===== src/rtl/axi_w_arbiter_if.sv =====
`default_nettype none
// ============================================================================
// Module   : axi_w_arbiter_if
// Purpose  : Bundles the two requester ports, the write-master command/B
//            completion port and the status flags of axi_w_arbiter.
//            slave  = arbiter side, master = requesters / write-master side.
// Revision : 1.0  initial release
// ============================================================================
interface axi_w_arbiter_if #(
  parameter int ADDR_W = 32,
  parameter int DATA_W = 64,
  parameter int LEN_W  = 8,
  parameter int ID_W   = 4,
  parameter int RESP_W = 2
);
  // requester 0 (dcache writeback)
  logic              s0_valid;
  logic              s0_ready;
  logic [ADDR_W-1:0] s0_addr;
  logic [DATA_W-1:0] s0_data;
  logic [LEN_W-1:0]  s0_len;
  logic [1:0]        s0_size;
  logic              s0_done;
  logic [RESP_W-1:0] s0_resp;
  // requester 1 (uncached / MMIO store)
  logic              s1_valid;
  logic              s1_ready;
  logic [ADDR_W-1:0] s1_addr;
  logic [DATA_W-1:0] s1_data;
  logic [LEN_W-1:0]  s1_len;
  logic [1:0]        s1_size;
  logic              s1_done;
  logic [RESP_W-1:0] s1_resp;
  // write master command and completion
  logic              m_valid;
  logic              m_ready;
  logic [ID_W-1:0]   m_id;
  logic [ADDR_W-1:0] m_addr;
  logic [DATA_W-1:0] m_data;
  logic [LEN_W-1:0]  m_len;
  logic [1:0]        m_size;
  logic              m_done;
  logic [RESP_W-1:0] m_resp;
  // status
  logic              busy;
  logic              err_spurious;

  modport slave (
    input  s0_valid, s0_addr, s0_data, s0_len, s0_size,
    output s0_ready, s0_done, s0_resp,
    input  s1_valid, s1_addr, s1_data, s1_len, s1_size,
    output s1_ready, s1_done, s1_resp,
    output m_valid, m_id, m_addr, m_data, m_len, m_size,
    input  m_ready, m_done, m_resp,
    output busy, err_spurious
  );

  modport master (
    output s0_valid, s0_addr, s0_data, s0_len, s0_size,
    input  s0_ready, s0_done, s0_resp,
    output s1_valid, s1_addr, s1_data, s1_len, s1_size,
    input  s1_ready, s1_done, s1_resp,
    input  m_valid, m_id, m_addr, m_data, m_len, m_size,
    output m_ready, m_done, m_resp,
    input  busy, err_spurious
  );
endinterface
`default_nettype wire


===== src/rtl/axi_w_arbiter.sv =====
`default_nettype none
// ============================================================================
// Module   : axi_w_arbiter
// Purpose  : Round-robin arbiter between two write requesters in front of the
//            AXI write master. Latches the winning command for the whole
//            AW/W/B sequence and routes the completion back to its owner.
// Revision : 1.0  initial release
// ============================================================================
module axi_w_arbiter #(
  parameter int ADDR_W = 32,
  parameter int DATA_W = 64,
  parameter int LEN_W  = 8,
  parameter int ID_W   = 4,
  parameter int RESP_W = 2
) (
  input  wire              clk,
  input  wire              reset_n,
  axi_w_arbiter_if.slave   bus
);

  localparam logic [1:0] S_IDLE  = 2'd0;
  localparam logic [1:0] S_ISSUE = 2'd1;
  localparam logic [1:0] S_WAIT  = 2'd2;

  logic [1:0]        r_state;
  logic              r_last_grant;
  logic              r_grant;
  logic [ID_W-1:0]   r_id;
  logic [ADDR_W-1:0] r_addr;
  logic [DATA_W-1:0] r_data;
  logic [LEN_W-1:0]  r_len;
  logic [1:0]        r_size;
  logic              r_s0_done;
  logic              r_s1_done;
  logic [RESP_W-1:0] r_s0_resp;
  logic [RESP_W-1:0] r_s1_resp;
  logic              r_err;

  logic              w_accept;
  logic              w_sel;
  logic [ADDR_W-1:0] w_addr;
  logic [DATA_W-1:0] w_data;
  logic [LEN_W-1:0]  w_len;
  logic [1:0]        w_size;

  // Pick the winner in IDLE: a lone requester wins, a tie goes to the one
  // that did not complete last, then mux its command fields.
  always_comb begin
    w_accept = (r_state == S_IDLE) && (bus.s0_valid || bus.s1_valid);
    w_sel    = (bus.s0_valid && bus.s1_valid) ? ~r_last_grant : bus.s1_valid;
    w_addr   = w_sel ? bus.s1_addr : bus.s0_addr;
    w_data   = w_sel ? bus.s1_data : bus.s0_data;
    w_len    = w_sel ? bus.s1_len  : bus.s0_len;
    w_size   = w_sel ? bus.s1_size : bus.s0_size;
  end

  // Sequencing: accept/latch in IDLE, present in ISSUE, route B in WAIT.
  // A done outside WAIT (including the ISSUE handshake cycle) is flagged.
  always_ff @(posedge clk) begin
    if (!reset_n) begin
      r_state      <= S_IDLE;
      r_last_grant <= 1'b1;
      r_grant      <= 1'b0;
      r_id         <= '0;
      r_addr       <= '0;
      r_data       <= '0;
      r_len        <= '0;
      r_size       <= '0;
      r_s0_done    <= 1'b0;
      r_s1_done    <= 1'b0;
      r_s0_resp    <= '0;
      r_s1_resp    <= '0;
      r_err        <= 1'b0;
    end else begin
      r_s0_done <= 1'b0;
      r_s1_done <= 1'b0;
      if (bus.m_done && (r_state != S_WAIT)) begin
        r_err <= 1'b1;
      end
      case (r_state)
        S_IDLE: begin
          if (w_accept) begin
            r_grant <= w_sel;
            r_id    <= ID_W'(w_sel);
            r_addr  <= w_addr;
            r_data  <= w_data;
            r_len   <= w_len;
            r_size  <= w_size;
            r_state <= S_ISSUE;
          end
        end
        S_ISSUE: begin
          if (bus.m_ready) begin
            r_state <= S_WAIT;
          end
        end
        S_WAIT: begin
          if (bus.m_done) begin
            if (r_grant) begin
              r_s1_done <= 1'b1;
              r_s1_resp <= bus.m_resp;
            end else begin
              r_s0_done <= 1'b1;
              r_s0_resp <= bus.m_resp;
            end
            r_last_grant <= r_grant;
            r_state      <= S_IDLE;
          end
        end
        default: r_state <= S_IDLE;
      endcase
    end
  end

  assign bus.s0_ready     = w_accept && !w_sel;
  assign bus.s1_ready     = w_accept &&  w_sel;
  assign bus.s0_done      = r_s0_done;
  assign bus.s1_done      = r_s1_done;
  assign bus.s0_resp      = r_s0_resp;
  assign bus.s1_resp      = r_s1_resp;
  assign bus.m_valid      = (r_state == S_ISSUE);
  assign bus.m_id         = r_id;
  assign bus.m_addr       = r_addr;
  assign bus.m_data       = r_data;
  assign bus.m_len        = r_len;
  assign bus.m_size       = r_size;
  assign bus.busy         = (r_state != S_IDLE);
  assign bus.err_spurious = r_err;

endmodule
`default_nettype wire


===== src/flat_wrapper.sv =====
// flat-port wrapper written by rule: the top's interface ports become plain ports
module axi_w_arbiter_flat 
#(
  parameter int ADDR_W = 32,
  parameter int DATA_W = 64,
  parameter int LEN_W  = 8,
  parameter int ID_W   = 4,
  parameter int RESP_W = 2
)
  (clk, reset_n, bus_s0_valid, bus_s0_addr, bus_s0_data, bus_s0_len, bus_s0_size, bus_s0_ready, bus_s0_done, bus_s0_resp, bus_s1_valid, bus_s1_addr, bus_s1_data, bus_s1_len, bus_s1_size, bus_s1_ready, bus_s1_done, bus_s1_resp, bus_m_valid, bus_m_id, bus_m_addr, bus_m_data, bus_m_len, bus_m_size, bus_m_ready, bus_m_done, bus_m_resp, bus_busy, bus_err_spurious);
  axi_w_arbiter_if #(.ADDR_W(ADDR_W), .DATA_W(DATA_W), .LEN_W(LEN_W), .ID_W(ID_W), .RESP_W(RESP_W)) bus_i ();
  input  wire clk;
  input  wire reset_n;
  input wire logic [$bits(bus_i.s0_valid)-1:0] bus_s0_valid;
  input wire logic [$bits(bus_i.s0_addr)-1:0] bus_s0_addr;
  input wire logic [$bits(bus_i.s0_data)-1:0] bus_s0_data;
  input wire logic [$bits(bus_i.s0_len)-1:0] bus_s0_len;
  input wire logic [$bits(bus_i.s0_size)-1:0] bus_s0_size;
  output wire logic [$bits(bus_i.s0_ready)-1:0] bus_s0_ready;
  output wire logic [$bits(bus_i.s0_done)-1:0] bus_s0_done;
  output wire logic [$bits(bus_i.s0_resp)-1:0] bus_s0_resp;
  input wire logic [$bits(bus_i.s1_valid)-1:0] bus_s1_valid;
  input wire logic [$bits(bus_i.s1_addr)-1:0] bus_s1_addr;
  input wire logic [$bits(bus_i.s1_data)-1:0] bus_s1_data;
  input wire logic [$bits(bus_i.s1_len)-1:0] bus_s1_len;
  input wire logic [$bits(bus_i.s1_size)-1:0] bus_s1_size;
  output wire logic [$bits(bus_i.s1_ready)-1:0] bus_s1_ready;
  output wire logic [$bits(bus_i.s1_done)-1:0] bus_s1_done;
  output wire logic [$bits(bus_i.s1_resp)-1:0] bus_s1_resp;
  output wire logic [$bits(bus_i.m_valid)-1:0] bus_m_valid;
  output wire logic [$bits(bus_i.m_id)-1:0] bus_m_id;
  output wire logic [$bits(bus_i.m_addr)-1:0] bus_m_addr;
  output wire logic [$bits(bus_i.m_data)-1:0] bus_m_data;
  output wire logic [$bits(bus_i.m_len)-1:0] bus_m_len;
  output wire logic [$bits(bus_i.m_size)-1:0] bus_m_size;
  input wire logic [$bits(bus_i.m_ready)-1:0] bus_m_ready;
  input wire logic [$bits(bus_i.m_done)-1:0] bus_m_done;
  input wire logic [$bits(bus_i.m_resp)-1:0] bus_m_resp;
  output wire logic [$bits(bus_i.busy)-1:0] bus_busy;
  output wire logic [$bits(bus_i.err_spurious)-1:0] bus_err_spurious;
  assign bus_i.s0_valid = bus_s0_valid;
  assign bus_i.s0_addr = bus_s0_addr;
  assign bus_i.s0_data = bus_s0_data;
  assign bus_i.s0_len = bus_s0_len;
  assign bus_i.s0_size = bus_s0_size;
  assign bus_s0_ready = bus_i.s0_ready;
  assign bus_s0_done = bus_i.s0_done;
  assign bus_s0_resp = bus_i.s0_resp;
  assign bus_i.s1_valid = bus_s1_valid;
  assign bus_i.s1_addr = bus_s1_addr;
  assign bus_i.s1_data = bus_s1_data;
  assign bus_i.s1_len = bus_s1_len;
  assign bus_i.s1_size = bus_s1_size;
  assign bus_s1_ready = bus_i.s1_ready;
  assign bus_s1_done = bus_i.s1_done;
  assign bus_s1_resp = bus_i.s1_resp;
  assign bus_m_valid = bus_i.m_valid;
  assign bus_m_id = bus_i.m_id;
  assign bus_m_addr = bus_i.m_addr;
  assign bus_m_data = bus_i.m_data;
  assign bus_m_len = bus_i.m_len;
  assign bus_m_size = bus_i.m_size;
  assign bus_i.m_ready = bus_m_ready;
  assign bus_i.m_done = bus_m_done;
  assign bus_i.m_resp = bus_m_resp;
  assign bus_busy = bus_i.busy;
  assign bus_err_spurious = bus_i.err_spurious;
  axi_w_arbiter #(.ADDR_W(ADDR_W), .DATA_W(DATA_W), .LEN_W(LEN_W), .ID_W(ID_W), .RESP_W(RESP_W)) u_core (.clk(clk), .reset_n(reset_n), .bus(bus_i));
endmodule

===== config.mk =====
export PLATFORM = sky130hd
export DESIGN_NAME = axi_w_arbiter_flat
export DESIGN_NICKNAME = d
export VERILOG_FILES = /design/src/rtl/axi_w_arbiter_if.sv /design/src/rtl/axi_w_arbiter.sv /design/src/flat_wrapper.sv
export SDC_FILE = /design/constraint.sdc
export NUM_CORES = 1
export LEC_CHECK = 0
export ABC_AREA = 1
export CAP_MARGIN = 20
export CORE_AREA = 2 2 132 134
export DETAILED_ROUTE_END_ITERATION = 12
export DIE_AREA = 0 0 134 136
export GPL_TIMING_DRIVEN = 0
export PLACE_DENSITY_LB_ADDON = 0.2
export SLEW_MARGIN = 20
export SYNTH_ARGS = -nofsm -noshare
export SYNTH_HDL_FRONTEND = slang
export SYNTH_SLANG_ARGS = --single-unit

===== constraint.sdc =====
create_clock -name clk -period 2.6 [get_ports clk]
set_input_delay 0.52 -clock clk [delete_from_list [all_inputs] [get_ports clk]]
set_output_delay 0.52 -clock clk [all_outputs]
set_load 0.02 [all_outputs]

==> results of run 1 <==
==> layout make-up <==
| class | count | area, um^2 | share of cell area [%] |
|---|---|---|---|
| repair buffers | 337 | 3367 | 34.05 |
| multi-input cells | 677 | 2909 | 29.42 |
| flip-flops and latches | 117 | 2342 | 23.68 |
| clock buffers | 20 | 466.7 | 4.719 |
| plain buffers | 71 | 394.1 | 3.985 |
| well taps | 225 | 281.5 | 2.847 |
| clock inverters | 11 | 103.9 | 1.050 |
| inverters | 6 | 25.02 | 0.2530 |
==> routing by layer <==
| metal | GRT usage (%) | up-vias | routed length (um) |
|---|---|---|---|
| met2 | 41.74 | 270 | 10680 |
| met3 | 8.949 | 36 | 2100 |
| met1 | 26.15 | 3037 | 8758 |
| met5 | 0 | - | 0 |
| met4 | 9.338 | 0 | 605 |
| li1 | - | 3494 | - |
==> power groups by stage <==
stage               clock, mW  combinational (mW)  sequential (mW)
floorplan                   0               0.608             2.24
detailed placement          0                1.65             2.07
CTS                      2.26                1.65             2.03
finish                   2.23                1.64             2.03
global route             2.35                1.78             2.05
global placement            0                1.64             2.06
==> per-stage QoR <==
| stage | cell area [um^2] | total power, mW | utilization (%) | setup slack, ns |
|---|---|---|---|---|
| floorplan | 5669 | 2.851 | - | 0.6995 |
| global placement | 9324 | 3.703 | 55.25 | -0.4697 |
| detailed placement | 9324 | 3.713 | 55.25 | -0.5041 |
| CTS | 9894 | 5.947 | 58.63 | 0.005137 |
| global route | 9889 | 6.171 | 58.60 | 0.06517 |
| finish | 9889 | 5.901 | 58.60 | 0.1557 |
==> synth_stat cells (all sizes together) <==
master,count,share of area [%]
o21ai,4,0.42
dfxtp,117,41
a31oi,1,0.11
clkbuf,26,1.7
nor2,15,1.0
buf,47,5.3
nand4,1,0.11
nand2,434,29
nand3,110,9.7
a21oi,109,10
inv,6,0.44
conb,1,0.066
==> registers in the layout (all words and copies together), names as in the netlist <==
signal	flops
u_core.bus.m_size	2
u_core.bus.s0_done	1
u_core.r_grant	1
u_core.bus.s0_resp	2
u_core.bus.s1_done	1
u_core.bus.m_data	64
u_core.bus.s1_resp	2
u_core.bus.m_len	8
u_core.r_state	2
u_core.r_last_grant	1
u_core.bus.m_addr	32
u_core.bus.err_spurious	1
==> cell families after synthesis <==
family / after synthesis
buffers and inverters: 79
other: 1
and+or+nand+nor: 560
DFF: 117
AOI/OAI and AO/OA: 114
==> worst max-delay path, delay by kind of cell <==
kind | cells | cell delay, ns
AND/OR/NAND/NOR | 2 | 0.33
buffers and inverters | 3 | 1.06
==> how the worst max path moves through the flow <==
stage	from	to	slack [ns]	cells after the start
final	bus_s1_valid	bus_s1_ready	0.16	5
after floorplan	bus_s1_valid	bus_s0_ready	0.70	4
after global routing	bus_s0_valid	bus_s0_ready	0.07	5
after global placement	bus_s0_valid	bus_s1_ready	-0.47	6
after CTS	bus_s0_valid	bus_s0_ready	0.005	5
after detailed placement	bus_s0_valid	bus_s1_ready	-0.50	6
==> repair_timing <==
action                                  in CTS  in global routing
cloned                                       0                  0
resized for setup                            6                  1
hold buffers                                 0                  0
endpoints found under the setup margin       2                  1
buffers inserted                             0                  0
==> flow_summary_export.csv, run 1 <==
group,metric,value,unit
clocking,htreeDepth,4,
worst_setup_path,r2r-end,"u_core.bus.m_data[25]",
synthesis,synthMuxAreaShare,0,%
final_layout,final_nets,1447,
synthesis,synth_area,5662,um^2
power_and_ir_drop,swShare,30.03,%
die,fp.dieW,134,um
worst_setup_path,r2r-start,"u_core.r_last_grant",
drt,drc_errors,0,
synthesis,synth_compound_area_share,10.83,%
synthesis,seq_area_frac_synth,41.37,%
sta,clock_skew,0.006998,ns
synthesis,synth_cell_types,22,
power_and_ir_drop,power_switching,1.772,mW
die,die_area,18220,um^2
die,placementRows,48,
worst_hold_path,min_path_type,"register to register",
drt,firstDrtPassIters,7,
final_layout,layout_common_cells,"422 x nand2_1, 335 x clkdlybuf4s50_1, 117 x dfxtp_1",
worst_setup_path,rrSetupSlack,1.01,ns
worst_setup_path,critPathRequiredTime,2.08,ns
power_and_ir_drop,leakage,4.217,nW
sta,fin_setup_tns,0,ns
power_and_ir_drop,p_int,4.129,mW
clocking,numCtsBuffers,17,
power_and_ir_drop,p_per_area,596.7,nW/um^2
clocking,clock-sinks,117,
clocking,cts_tree,"built",
drt,detail-route-antenna-nets,0,
placed_design,place_congestion,0.8863,
power_and_ir_drop,irDropWorstVdd,0.4431,mV
placed_design,io_buffers,337,
synthesis,syn_avg_cell_area,6.500,um^2
synthesis,synthXorXnorAreaFrac,0,%
drt,vias_per_cell,4.670,
drt,wl,22140,um
sta,hold_ws,0.4614,ns
synthesis,yosys.area_share.simple,40.27,%
worst_setup_path,arrival,1.92,ns
sta,hold_viol,0,
clocking,cts_buffer_depth,2,
sta,min_period_over_period,94.01,%
synthesis,synthesis.instances,871,
sta,tightest_slew,0.7207,ns
global_routing,antenna_found_initial,0,
global_routing,first_global_vias,6393,
sta,drv_slew,0,
placed_design,dp.cells,1435,
clocking,cts_root_buf,"clkbuf_16",
final_layout,area_delta_synth_final,74.67,%
sta,fmax,0.4091,GHz
drt,drtIter0Drc,257,
power_and_ir_drop,clkPwrFrac,37.8,%
synthesis,synth_top_family_by_area,"simple AND/OR/NAND/NOR gates",
worst_setup_path,r2r_cells,8,
sta,slew_headroom,51.95,%
run_status,status,"completed",
sta,period_minus_slack,2.444,ns
worst_hold_path,holdPathEnd,"u_core.bus.m_addr[11]",
sta,rsz0062_at_grt,"false",
run,max_cap_viol_count,0,
global_routing,grt_pass1_wl,33620,um
final_layout,instances_no_fill,1464,
final_layout,layout_commonest_cell,"nand2_1",
final_layout,fillers,1628,
die,die_h,136,um
worst_setup_path,critPathLaunchType,"input pin",
synthesis,yosys_warnings,0,
final_layout,antennaDiodeCount,0,
global_routing,grt_max_degree,20,
global_routing,overflow,0,
worst_hold_path,hp-start,"u_core.bus.m_addr[11]",
drt,vias,6837,
sta,setup-violations-final,0,
drt,wire_per_inst,15.12,um
global_routing,gr-usage-all-layers,23.83,%
power_and_ir_drop,pwr-share-comb,27.8,%
final_layout,drive_gt1_share,8.071,%
die,core_area,16880,um^2
power_and_ir_drop,seqPwrFrac,34.4,%
synthesis,ys_ff_latch,117,
synthesis,synth_fa_ha_area_share,0,%
clocking,clk_latency,0.41,ns
placed_design,hpwl,16940,um
worst_setup_path,critical_path.slowest_cell,"clkdlybuf4s50_1",
worst_hold_path,hold_depth,2,
clocking,clkTransAtPathRegs,0.05,ns
worst_setup_path,critical_path_class,"input pin to primary output",
worst_setup_path,crit_chain,"clkdlybuf4s50_1, buf_6, nand2_4, nor2_1, dlygate4sd2_1",
worst_setup_path,max_stage_delay,0.51,ns
worst_setup_path,end_kind,"primary output",
worst_setup_path,worstPathMaxFanout,17,
die,initial_utilization,33.55,%
die,ios,341,
No activity file was read; power rests on OpenSTA's default activity.
==> inputs of run 2 (changes only) <==
Settings changed: SKIP_LAST_GASP from default to 1.
==> results of run 2 <==
Same layout as run 1: the final DEF is identical, and so are final timing and power.
